--- config.mk ---
export PLATFORM = sky130hd
export DESIGN_NAME = instr_queue
export DESIGN_NICKNAME = d
export VERILOG_FILES = /design/src/rtl/instr_queue.sv
export SDC_FILE = /design/constraint.sdc
export NUM_CORES = 1
export LEC_CHECK = 0
export CORE_MARGIN = 3
export CORE_UTILIZATION = 54
export CTS_BUF_LIST = sky130_fd_sc_hd__clkbuf_16
export DETAILED_ROUTE_END_ITERATION = 10
export GPL_TIMING_DRIVEN = 0
export HOLD_SLACK_MARGIN = 0.05
export PLACE_DENSITY = 0.75
export REMOVE_ABC_BUFFERS = 1
export SYNTH_ARGS = -nofsm -noshare
export SYNTH_HDL_FRONTEND = slang
export SYNTH_SLANG_ARGS = --single-unit
--- constraint.sdc ---
create_clock -name CLK -period 2.8 [get_ports CLK]
set_input_delay 0.84 -clock CLK [delete_from_list [all_inputs] [get_ports CLK]]
set_output_delay 0.84 -clock CLK [all_outputs]
set_load 0.1 [all_outputs]
--- src/rtl/instr_queue.sv ---
// instr_queue: FIFO of fetched instructions tagged with their fetch address.
// It sits between instruction memory and decode. The oldest entry is shown on
// Q/PC_Q (first-word fall-through). When the queue is empty, Q/PC_Q read as
// zero, so decode sees a NOP. FLUSH discards every buffered entry at once.
module instr_queue #(
  parameter int DWL   = 32,
  parameter int AWL   = 6,
  parameter int DEPTH = 4,
  localparam int PW   = $clog2(DEPTH),
  localparam int CW   = PW + 1
) (
  input  logic           CLK,
  input  logic           RSTN,
  input  logic           FLUSH,
  input  logic           WR_EN,
  input  logic [DWL-1:0] D,
  input  logic [AWL-1:0] PC_D,
  output logic           FULL,
  input  logic           RD_EN,
  output logic           VALID,
  output logic [DWL-1:0] Q,
  output logic [AWL-1:0] PC_Q,
  output logic [CW-1:0]  COUNT,
  output logic           OVF
);

  logic [AWL+DWL-1:0] mem [DEPTH];
  logic [PW-1:0]      wp;
  logic [PW-1:0]      rp;
  logic [CW-1:0]      count;
  logic               ovf;
  logic               push;
  logic               pop;
  logic               reject;
  logic [AWL+DWL-1:0] head;

  // FULL and VALID decode registered occupancy only, never the request inputs.
  assign FULL  = (count == CW'(DEPTH));
  assign VALID = (count != '0);
  assign COUNT = count;
  assign OVF   = ovf;

  // A pop in the same cycle frees a slot, so a push into a full queue is still
  // accepted. A pop from an empty queue is simply ignored.
  assign push   = WR_EN && (!FULL || RD_EN);
  assign pop    = RD_EN && VALID;
  assign reject = WR_EN && FULL && !RD_EN;

  // Storage write. It has no reset, and a flush leaves the contents in place;
  // only the pointers and the count are cleared.
  always_ff @(posedge CLK) begin
    if (push && !FLUSH) begin
      mem[wp] <= {PC_D, D};
    end
  end

  // Pointers, occupancy and sticky overflow. FLUSH overrides any push or pop.
  always_ff @(posedge CLK or negedge RSTN) begin
    if (!RSTN) begin
      wp    <= '0;
      rp    <= '0;
      count <= '0;
      ovf   <= 1'b0;
    end else if (FLUSH) begin
      wp    <= '0;
      rp    <= '0;
      count <= '0;
    end else begin
      if (push) begin
        wp <= wp + PW'(1);
      end
      if (pop) begin
        rp <= rp + PW'(1);
      end
      if (push && !pop) begin
        count <= count + CW'(1);
      end else if (pop && !push) begin
        count <= count - CW'(1);
      end
      if (reject) begin
        ovf <= 1'b1;
      end
    end
  end

  // Head read, forced to zero when empty so that decode receives a NOP.
  assign head = VALID ? mem[rp] : '0;
  assign Q    = head[DWL-1:0];
  assign PC_Q = head[AWL+DWL-1:DWL];

endmodule

==> results of run 1 <==
[cell families (layout without fill, tap and decap cells)]
logic type,count (synthesis),after routing,synth area share
adders and majority gates,5,5,0.01097
muxes,42,42,0.1408
and+or+nand+nor,65,65,0.06151
buffers and inverters,25,147,0.02429
AOI/OAI and AO/OA,9,9,0.01234
DFF,160,160,0.7459
xor gates and xnor gates,3,3,0.004114
[worst register-to-register path: stages, from the launching register on]
cell and delay (ps):
dfrtp_2 490, nor4b_4 170, nor3b_1 370, and2_2 440, buf_12 260
[final cells by class]
class	instances	area, µm²	area share
inverter	6	22.52	0.002611
sequential	160	4773	0.5535
timing repair buffer	110	1444	0.1674
clock buffer	17	425.4	0.04933
multi-input combinational	124	1659	0.1924
tap	143	178.9	0.02075
clock inverter	14	121.4	0.01407
[synth_stat cells (all sizes together) (2+ instances only)]
master / number
edfxtp: 152
nor2b: 39
mux4: 38
buf: 15
nor2: 12
dfrtp: 8
inv: 6
and2: 5
clkbuf: 4
ha: 4
nand2: 4
mux2: 3
xor2: 2
[sequential cells by signal, summed over array words and instances (netlist names)]
name and flops:
wp 2, OVF 1, mem 152, rp 2, COUNT 3
[worst min path at each step]
| stage | from | cells after the start | end | slack, ps |
|---|---|---|---|---|
| 3_3_place_gp | OVF | 1 | OVF | 490 |
| 2_1_floorplan | RSTN | 0 | COUNT[0] | 540 |
| 6_report | OVF | 1 | OVF | 500 |
| 3_5_place_dp | OVF | 1 | OVF | 490 |
| 5_1_grt | OVF | 1 | OVF | 520 |
| 4_1_cts | OVF | 1 | OVF | 510 |
[timing repair]
action	in CTS	in global routing
gates resized for setup	347	40
setup buffers	18	1
gates cloned	4	0
pin swaps	1	0
endpoints found under the setup margin	44	40
[routing by layer]
metal  part of all wire  vias up  wire, µm
li1                   -     1444         -
met1               0.41     1667      5085
met2               0.53       87      6532
met3              0.050       11       620
met4              0.010        0       125
met5                  0        -         0
[placed cells by master (no fill, tap or decap), types with 2 or more instances in the layout]
cell type / count
edfxtp_1: 152
clkdlybuf4s50_1: 42
mux4_2: 38
buf_12: 34
nor2b_4: 24
clkbuf_16: 17
nor2b_1: 15
buf_6: 14
nor2_1: 12
buf_4: 11
inv_1: 7
clkinv_4: 5
dfrtp_2: 4
and2_2: 4
nand2_1: 4
ha_1: 4
dlygate4sd2_1: 4
dfrtp_1: 3
clkinvlp_4: 3
mux2_1: 2
xor2_1: 2
clkinv_1: 2
buf_8: 2
buf_2: 2
[per-stage QoR]
step / utilization / worst slack, ps / instance area (µm²) / TNS, ps / instances
floorplan: - / -1477 / 6255 / -68530 / 290
global placement: 0.6361 / -2257 / 7295 / -272470 / 519
detailed placement: 0.6500 / -815.8 / 7453 / -61450 / 526
CTS: 0.7520 / -208.3 / 8623 / -3039 / 579
global route: 0.7521 / -142.2 / 8625 / -1912 / 574
finish: 0.7521 / -88.26 / 8625 / -464.4 / 574
==> flow_summary.ini, run 1 <==
[sta]
drv_slew = 0
worst_slack_ps = -88.26
fmax_mhz = 346.2
tightestPinTransition_ps = 964.8
min_period_over_period = 1.032
holdWs_ps = 499.7
hold_viol = 0
period_needed_ps = 2888
slew_headroom = 0.3594
rsz0062_at_grt = yes
setup_viol = 18
fin_worst_skew_ps = 6.337

[synthesis]
avgSynthCellArea_um2 = 20.67
synthTopCellsByArea = edfxtp_1 71%, mux4_2 13%, nor2b_1 3.8%
synth_ff_type = edfxtp_1
synth-seq-cells = 160
synth_top_area_share = 0.7146
synth_enable_flop_cells = 152
syn_area_mm2 = 0.006387
yosysSeqAreaShare = 0.7459
synth_top_area_cell = edfxtp_1
yosysUniqueCellTypes = 33
async_reset_ff_frac = 0.05000
yosys_warnings = 0
syn_inst = 309

[global_route]
first_global_vias = 3539
busiest_layer = met2
use_met1 = 0.2671
grt_usage = 0.2052
grt_use_met2 = 0.3376
grt_max_degree = 30
grt_pass1_wl_um = 19600
grt_remaining_overflow = 0
grt_antenna_before_repair = 0
grt_use_met3 = 0.06474

[setup_path]
reg2reg_from = COUNT[2]
worstPathRequired_ps = 1960
startpoint_type = register
r2r_slack_ps = 730
crit_path_max_fanout = 7
cpPeakStageDelay_ps = 500
worstSetupPathType = reg2out
cp-startpoint = rp[0]
critPathBufInv = 4
critPathMostFrequentCell = buf_12
path_depth = 6
critical-path-top-delay-family = buffers and inverters
end_kind = output port
crit_end = Q[13]
regToRegEndpoint = mem[1][8]
critPathSlowestCell = dfrtp_4
arrival_ps = 2050
worstRegToRegCells = 4
crit_chain = buf_12 -> buf_12 -> buf_12 -> mux4_2 -> nor2b_4 -> buf_12

[finish]
nets = 467
syn_to_final_growth_pct = 35.02
drive_above_1_share = 0.3921
num-fill-cells = 642
diodes = 0

[clock_network]
cts-htree-levels = 4
root_buffer = clkbuf_16
cts.sinks = 160
clk_latency_ps = 410
tritoncts = yes
clkTransAtPathRegs_ps = 60
numCtsBuffers = 17
hold_buffers = 0
clk_path_buf_depth = 2

[route]
wl_per_cell_um = 21.54
drt_iter0_drc = 206
wirelength_um = 12360
vias = 3209
vias_per_cell = 5.591
dr.pass1.iters = 5
drc = 0
postRouteAntennaNets = 0

[die]
die_width_um = 114.8
initial_utilization = 0.5570
rows = 39
core_area_mm2 = 0.01147
die-area_mm2 = 0.01317
io-pin-count = 87
die_h_um = 114.8

[worst_hold_path]
hold_path_class = reg2reg

[place]
routabilityCongestion = 0.6863
portBuffers = 86
dpl.hpwl_um = 6793

[run]
maxCapViolCount = 0

[outcome]
status = complete, but fails checks
violations = setup timing
Power of run 1 is not shown: default switching activity piles up to over one toggle a cycle in this logic, so the estimate is an artifact.
==> run 2: changes to the inputs <==
--- a/config.mk
+++ b/config.mk
@@ -10,8 +10,7 @@
 export CTS_BUF_LIST = sky130_fd_sc_hd__clkbuf_16
 export DETAILED_ROUTE_END_ITERATION = 10
 export GPL_TIMING_DRIVEN = 0
-export HOLD_SLACK_MARGIN = 0.05
-export PLACE_DENSITY = 0.75
+export PLACE_DENSITY = 0.88
 export REMOVE_ABC_BUFFERS = 1
 export SYNTH_ARGS = -nofsm -noshare
 export SYNTH_HDL_FRONTEND = slang
==> run 2 against run 1 <==
Effect of this change: the run still ends with setup timing left; cell area increased by 2.5%; via count grew 1.6%; utilization up 1.9 points.
==> flow_summary.ini, run 2 (synthesized netlist as in run 1, its figures left out) <==
[outcome]
status = complete, but fails checks
violations = setup timing

[finish]
largest_reg_flops = 152
seq_area_mm2 = 0.004776
layout_common_cells = 152 x edfxtp_1, 42 x clkdlybuf4s50_1, 38 x mux4_2, 38 x buf_12, 29 x nor2b_4
regMostFlops = mem
diodes = 0
syn_to_final_growth_pct = 38.43
multi_input_area_mm2 = 0.001702
drive_above_1_share = 0.4101
nets = 469
layout.cells.most_common = edfxtp_1
num-fill-cells = 599

[global_route]
grt_usage = 0.2006
grt_pass1_wl_um = 19230
grt_remaining_overflow = 0
grt_antenna_before_repair = 0
grt_max_degree = 25
first_global_vias = 3521

[run]
maxCapViolCount = 0

[clock_network]
tritoncts = yes
cts.sinks = 160
root_buffer = clkbuf_16
cts-htree-levels = 4
clk_latency_ps = 420
clk_path_buf_depth = 2
hold_buffers = 0
clkTransAtPathRegs_ps = 60
numCtsBuffers = 17

[route]
drc = 0
wirelength_um = 12400
vias = 3260
vias_per_cell = 5.650
dr.pass1.iters = 4
wl_per_cell_um = 21.50
postRouteAntennaNets = 0
drt_iter0_drc = 155

[setup_path]
critPathSlowestCell = dfrtp_4
critPathMostFrequentCell = buf_12
end_kind = output port
critPathBufInv = 4
critical-path-top-delay-family = buffers and inverters
arrival_ps = 2100
worstSetupPathType = reg2out
crit_path_max_fanout = 6
worstPathRequired_ps = 1960
cpPeakStageDelay_ps = 500
startpoint_type = register
crit_chain = buf_12 -> buf_16 -> buf_6 -> mux4_2 -> nor2b_4 -> buf_12

[die]
die_h_um = 114.8
die_width_um = 114.8
rows = 39
io-pin-count = 87
die-area_mm2 = 0.01317
initial_utilization = 0.5570
core_area_mm2 = 0.01147

[sta]
fin_worst_skew_ps = 7.093
slew_headroom = 0.3361
fmax_mhz = 340.1
rsz0062_at_grt = yes
min_period_over_period = 1.050
drv_slew = 0
hold_viol = 0
setup_tns_ps = -1817
setup_viol = 28
tightestPinTransition_ps = 994.3
worst_slack_ps = -140.4
period_needed_ps = 2940

[place]
dpl.hpwl_um = 6961
routabilityCongestion = 0.7294
portBuffers = 86
preCtsSetupSlack_ps = -827.6

[worst_hold_path]
hold_path_class = reg2reg
run 2: changes by cell type in the layout (fill, tap and decap cells not counted), sizes merged:
cell          before  now
inv                8    6
clkinv             8    9
dlygate4sd2        4    3
buf               64   66
dlymetal6s2s       0    1
bufinv             1    3
run 2: repair_timing:
| item | in CTS | in global routing |
|---|---|---|
| gates cloned | 3 | 0 |
| setup endpoints to repair | 43 | 97 |
| pin swaps | 1 | 0 |
| resized for setup | 339 | 81 |
| setup buffers | 9 | 7 |
run 2: worst reg2reg max path, stage by stage (launching register included):
cell	delay, ps
dfrtp_2	490
nor4b_4	170
nor3b_1	470
and2_4	410
buf_12	240
run 2: final cells by class:
class | count | share of cell area
flip-flops and latches | 160 | 0.5401
multi-input cells | 124 | 0.1924
repair buffers | 112 | 0.1773
clock buffers | 17 | 0.04811
well taps | 143 | 0.02023
clock inverters | 15 | 0.01924
inverters | 6 | 0.002547
run 2: path summary, 6_finish.rpt:
kind | depth (start not counted) | slack (ps) | start | to
worst max-delay path | 6 | -140 | rp[0] | Q[0]
min in group asynchronous | 1 | 710 | RSTN | wp[1]
max in group asynchronous | 1 | 1780 | RSTN | rp[0]
worst min register to register | 1 | 480 | OVF | OVF
worst min-delay path | 1 | 480 | OVF | OVF
worst max register to register | 4 | 710 | COUNT[2] | mem[3][0]
run 2: per-stage QoR:
step | hold WS (ps) | std cells | cell area, µm² | utilization
6_report | 483.3 | 577 | 8842 | 0.7711
3_5_place_dp | 466.4 | 527 | 7458 | 0.6504
2_1_floorplan | 544.4 | 290 | 6255 | -
5_1_grt | 530.9 | 577 | 8842 | 0.7711
4_1_cts | 494.5 | 571 | 8511 | 0.7422
3_3_place_gp | 482.1 | 519 | 7295 | 0.6361
run 2: layer usage:
metal	vias to the layer above	GRT usage	part of all wire	wire length (µm)
met3	17	0.05000	0.049	602
met2	90	0.3353	0.54	6643
met5	-	0	0	0
li1	1447	-	-	-
met1	1706	0.2533	0.39	4860
met4	0	0.08529	0.024	297
Power of run 2 is left out for the same reason.
==> run 3: changes to the inputs <==
--- a/config.mk
+++ b/config.mk
@@ -5,6 +5,7 @@
 export SDC_FILE = /design/constraint.sdc
 export NUM_CORES = 1
 export LEC_CHECK = 0
+export CAP_MARGIN = 30
 export CORE_MARGIN = 3
 export CORE_UTILIZATION = 54
 export CTS_BUF_LIST = sky130_fd_sc_hd__clkbuf_16
@@ -12,6 +13,7 @@
 export GPL_TIMING_DRIVEN = 0
 export PLACE_DENSITY = 0.88
 export REMOVE_ABC_BUFFERS = 1
+export SETUP_SLACK_MARGIN = 0.4
 export SYNTH_ARGS = -nofsm -noshare
 export SYNTH_HDL_FRONTEND = slang
 export SYNTH_SLANG_ARGS = --single-unit
==> run 3 against run 2 <==
Effect of this change: the flow still finishes with violations (setup timing); sequential share of layout area fell by 2.2 points; via count rose by 4.5%; clock-buffer cell count did not move; flip-flop and latch count did not move; cell area rose by 4.2%; global-route usage rose by 0.72 points; worst setup slack improved by 66 ps; utilization rose by 3.2 points; critical endpoint is now Q[14]; highest routed layer unchanged.
==> flow_summary.ini, run 3 (synthesized netlist as in run 1, its figures left out) <==
[outcome]
status = complete, but fails checks
violations = setup timing

[route]
wirelength_um = 13770
drc = 0
postRouteAntennaNets = 0
vias_per_cell = 5.747
drt_iter0_drc = 163
wl_per_cell_um = 23.22
dr.pass1.iters = 4
vias = 3408

[sta]
hold_viol = 0
worst_slack_ps = -73.98
fin_worst_skew_ps = 7.914
rsz0062_at_grt = yes
period_needed_ps = 2874
tightestPinTransition_ps = 581.4
drv_slew = 0
setup_viol = 26
min_period_over_period = 1.026
fmax_mhz = 348.0
slew_headroom = 0.6075

[clock_network]
cts.sinks = 160
numCtsBuffers = 17
root_buffer = clkbuf_16
cts-htree-levels = 4
hold_buffers = 0
clk_path_buf_depth = 2
tritoncts = yes
clk_latency_ps = 420
clkTransAtPathRegs_ps = 60

[setup_path]
worstPathRequired_ps = 1960
end_kind = output port
arrival_ps = 2030
startpoint_type = register
crit_path_max_fanout = 6
worstSetupPathType = reg2out

[global_route]
grt_antenna_before_repair = 0
grt_remaining_overflow = 0
grt_pass1_wl_um = 19840
grt_max_degree = 25
first_global_vias = 3633
grt_usage = 0.2079

[finish]
layout_common_cells = 152 x edfxtp_1, 51 x buf_12, 41 x clkdlybuf4s50_1
regMostFlops = mem
seq_area_mm2 = 0.004776
drive_above_1_share = 0.4689
multi_input_area_mm2 = 0.001762
diodes = 0
syn_to_final_growth_pct = 44.21
postLayoutCellArea_mm2 = 0.009211
largest_reg_flops = 152
nets = 485
layout.cells.most_common = edfxtp_1
num-fill-cells = 528

[die]
die_width_um = 114.8
initial_utilization = 0.5570
io-pin-count = 87
core_area_mm2 = 0.01147
die_h_um = 114.8
die-area_mm2 = 0.01317
rows = 39

[place]
portBuffers = 86
routabilityCongestion = 0.7294
dpl.hpwl_um = 6987
placed_area_mm2 = 0.007458

[run]
maxCapViolCount = 0

[worst_hold_path]
hold_path_class = reg2reg
==> run 3: cell count changes in the layout (fill, tap and decap cells not counted), moves of 5 or more <==
cell	delta
buf_12	+13
buf_4	+13
buf_6	-8
nor2b_1	-8
nor2b_4	+5
==> run 3: final timing paths <==
path	depth (start not counted)	startpoint	slack, ps	endpoint
worst max-delay path	5	rp[0]	-70	Q[14]
worst min-delay path	1	OVF	490	OVF
worst max register to register	8	COUNT[1]	730	COUNT[2]
worst min register to register	1	OVF	490	OVF
max in group asynchronous	1	RSTN	1770	rp[1]
min in group asynchronous	1	RSTN	710	COUNT[0]
==> run 3: per-stage QoR <==
stage | hold WS, ps | std cells | utilization | setup slack [ps] | TNS [ps]
final | 492.6 | 593 | 0.8033 | -73.98 | -941.6
after floorplan | 544.4 | 290 | - | -1477 | -68530
after global routing | 513.1 | 593 | 0.8033 | -136.1 | -2680
after CTS | 488.2 | 577 | 0.7662 | -108.8 | -1608
after detailed placement | 469.6 | 527 | 0.6504 | -825.9 | -65150
after global placement | 482.1 | 519 | 0.6361 | -2210 | -268540
==> run 3: final cells by class <==
cell class                 count  share of cell area
inverter                       6            0.002988
tap                          143             0.01942
clock inverter                15             0.02092
timing repair buffer         128              0.2008
multi-input combinational    124              0.1913
sequential                   160              0.5185
clock buffer                  17             0.04618
==> run 3: per-layer routing <==
metal | routed length, µm | track usage | up-vias
met5 | 0 | 0 | -
met4 | 256 | 0.08685 | 0
met3 | 650 | 0.05474 | 23
met2 | 7469 | 0.3423 | 112
met1 | 5393 | 0.2661 | 1790
li1 | - | - | 1483
==> run 3: repair_timing <==
item | CTS | global route
pin swaps | 5 | 1
hold endpoints to repair | 0 | 0
setup endpoints to repair | 196 | 43
gates cloned | 3 | 1
setup buffers | 15 | 15
gates resized for setup | 400 | 73
==> run 3: critical path, stage by stage, from the launching register on <==
cell and delay (ps):
dfrtp_4 450, buf_12 160, buf_16 140, mux4_2 500, nor2b_2 190, buf_12 170
Power of run 3 is left out for the same reason.
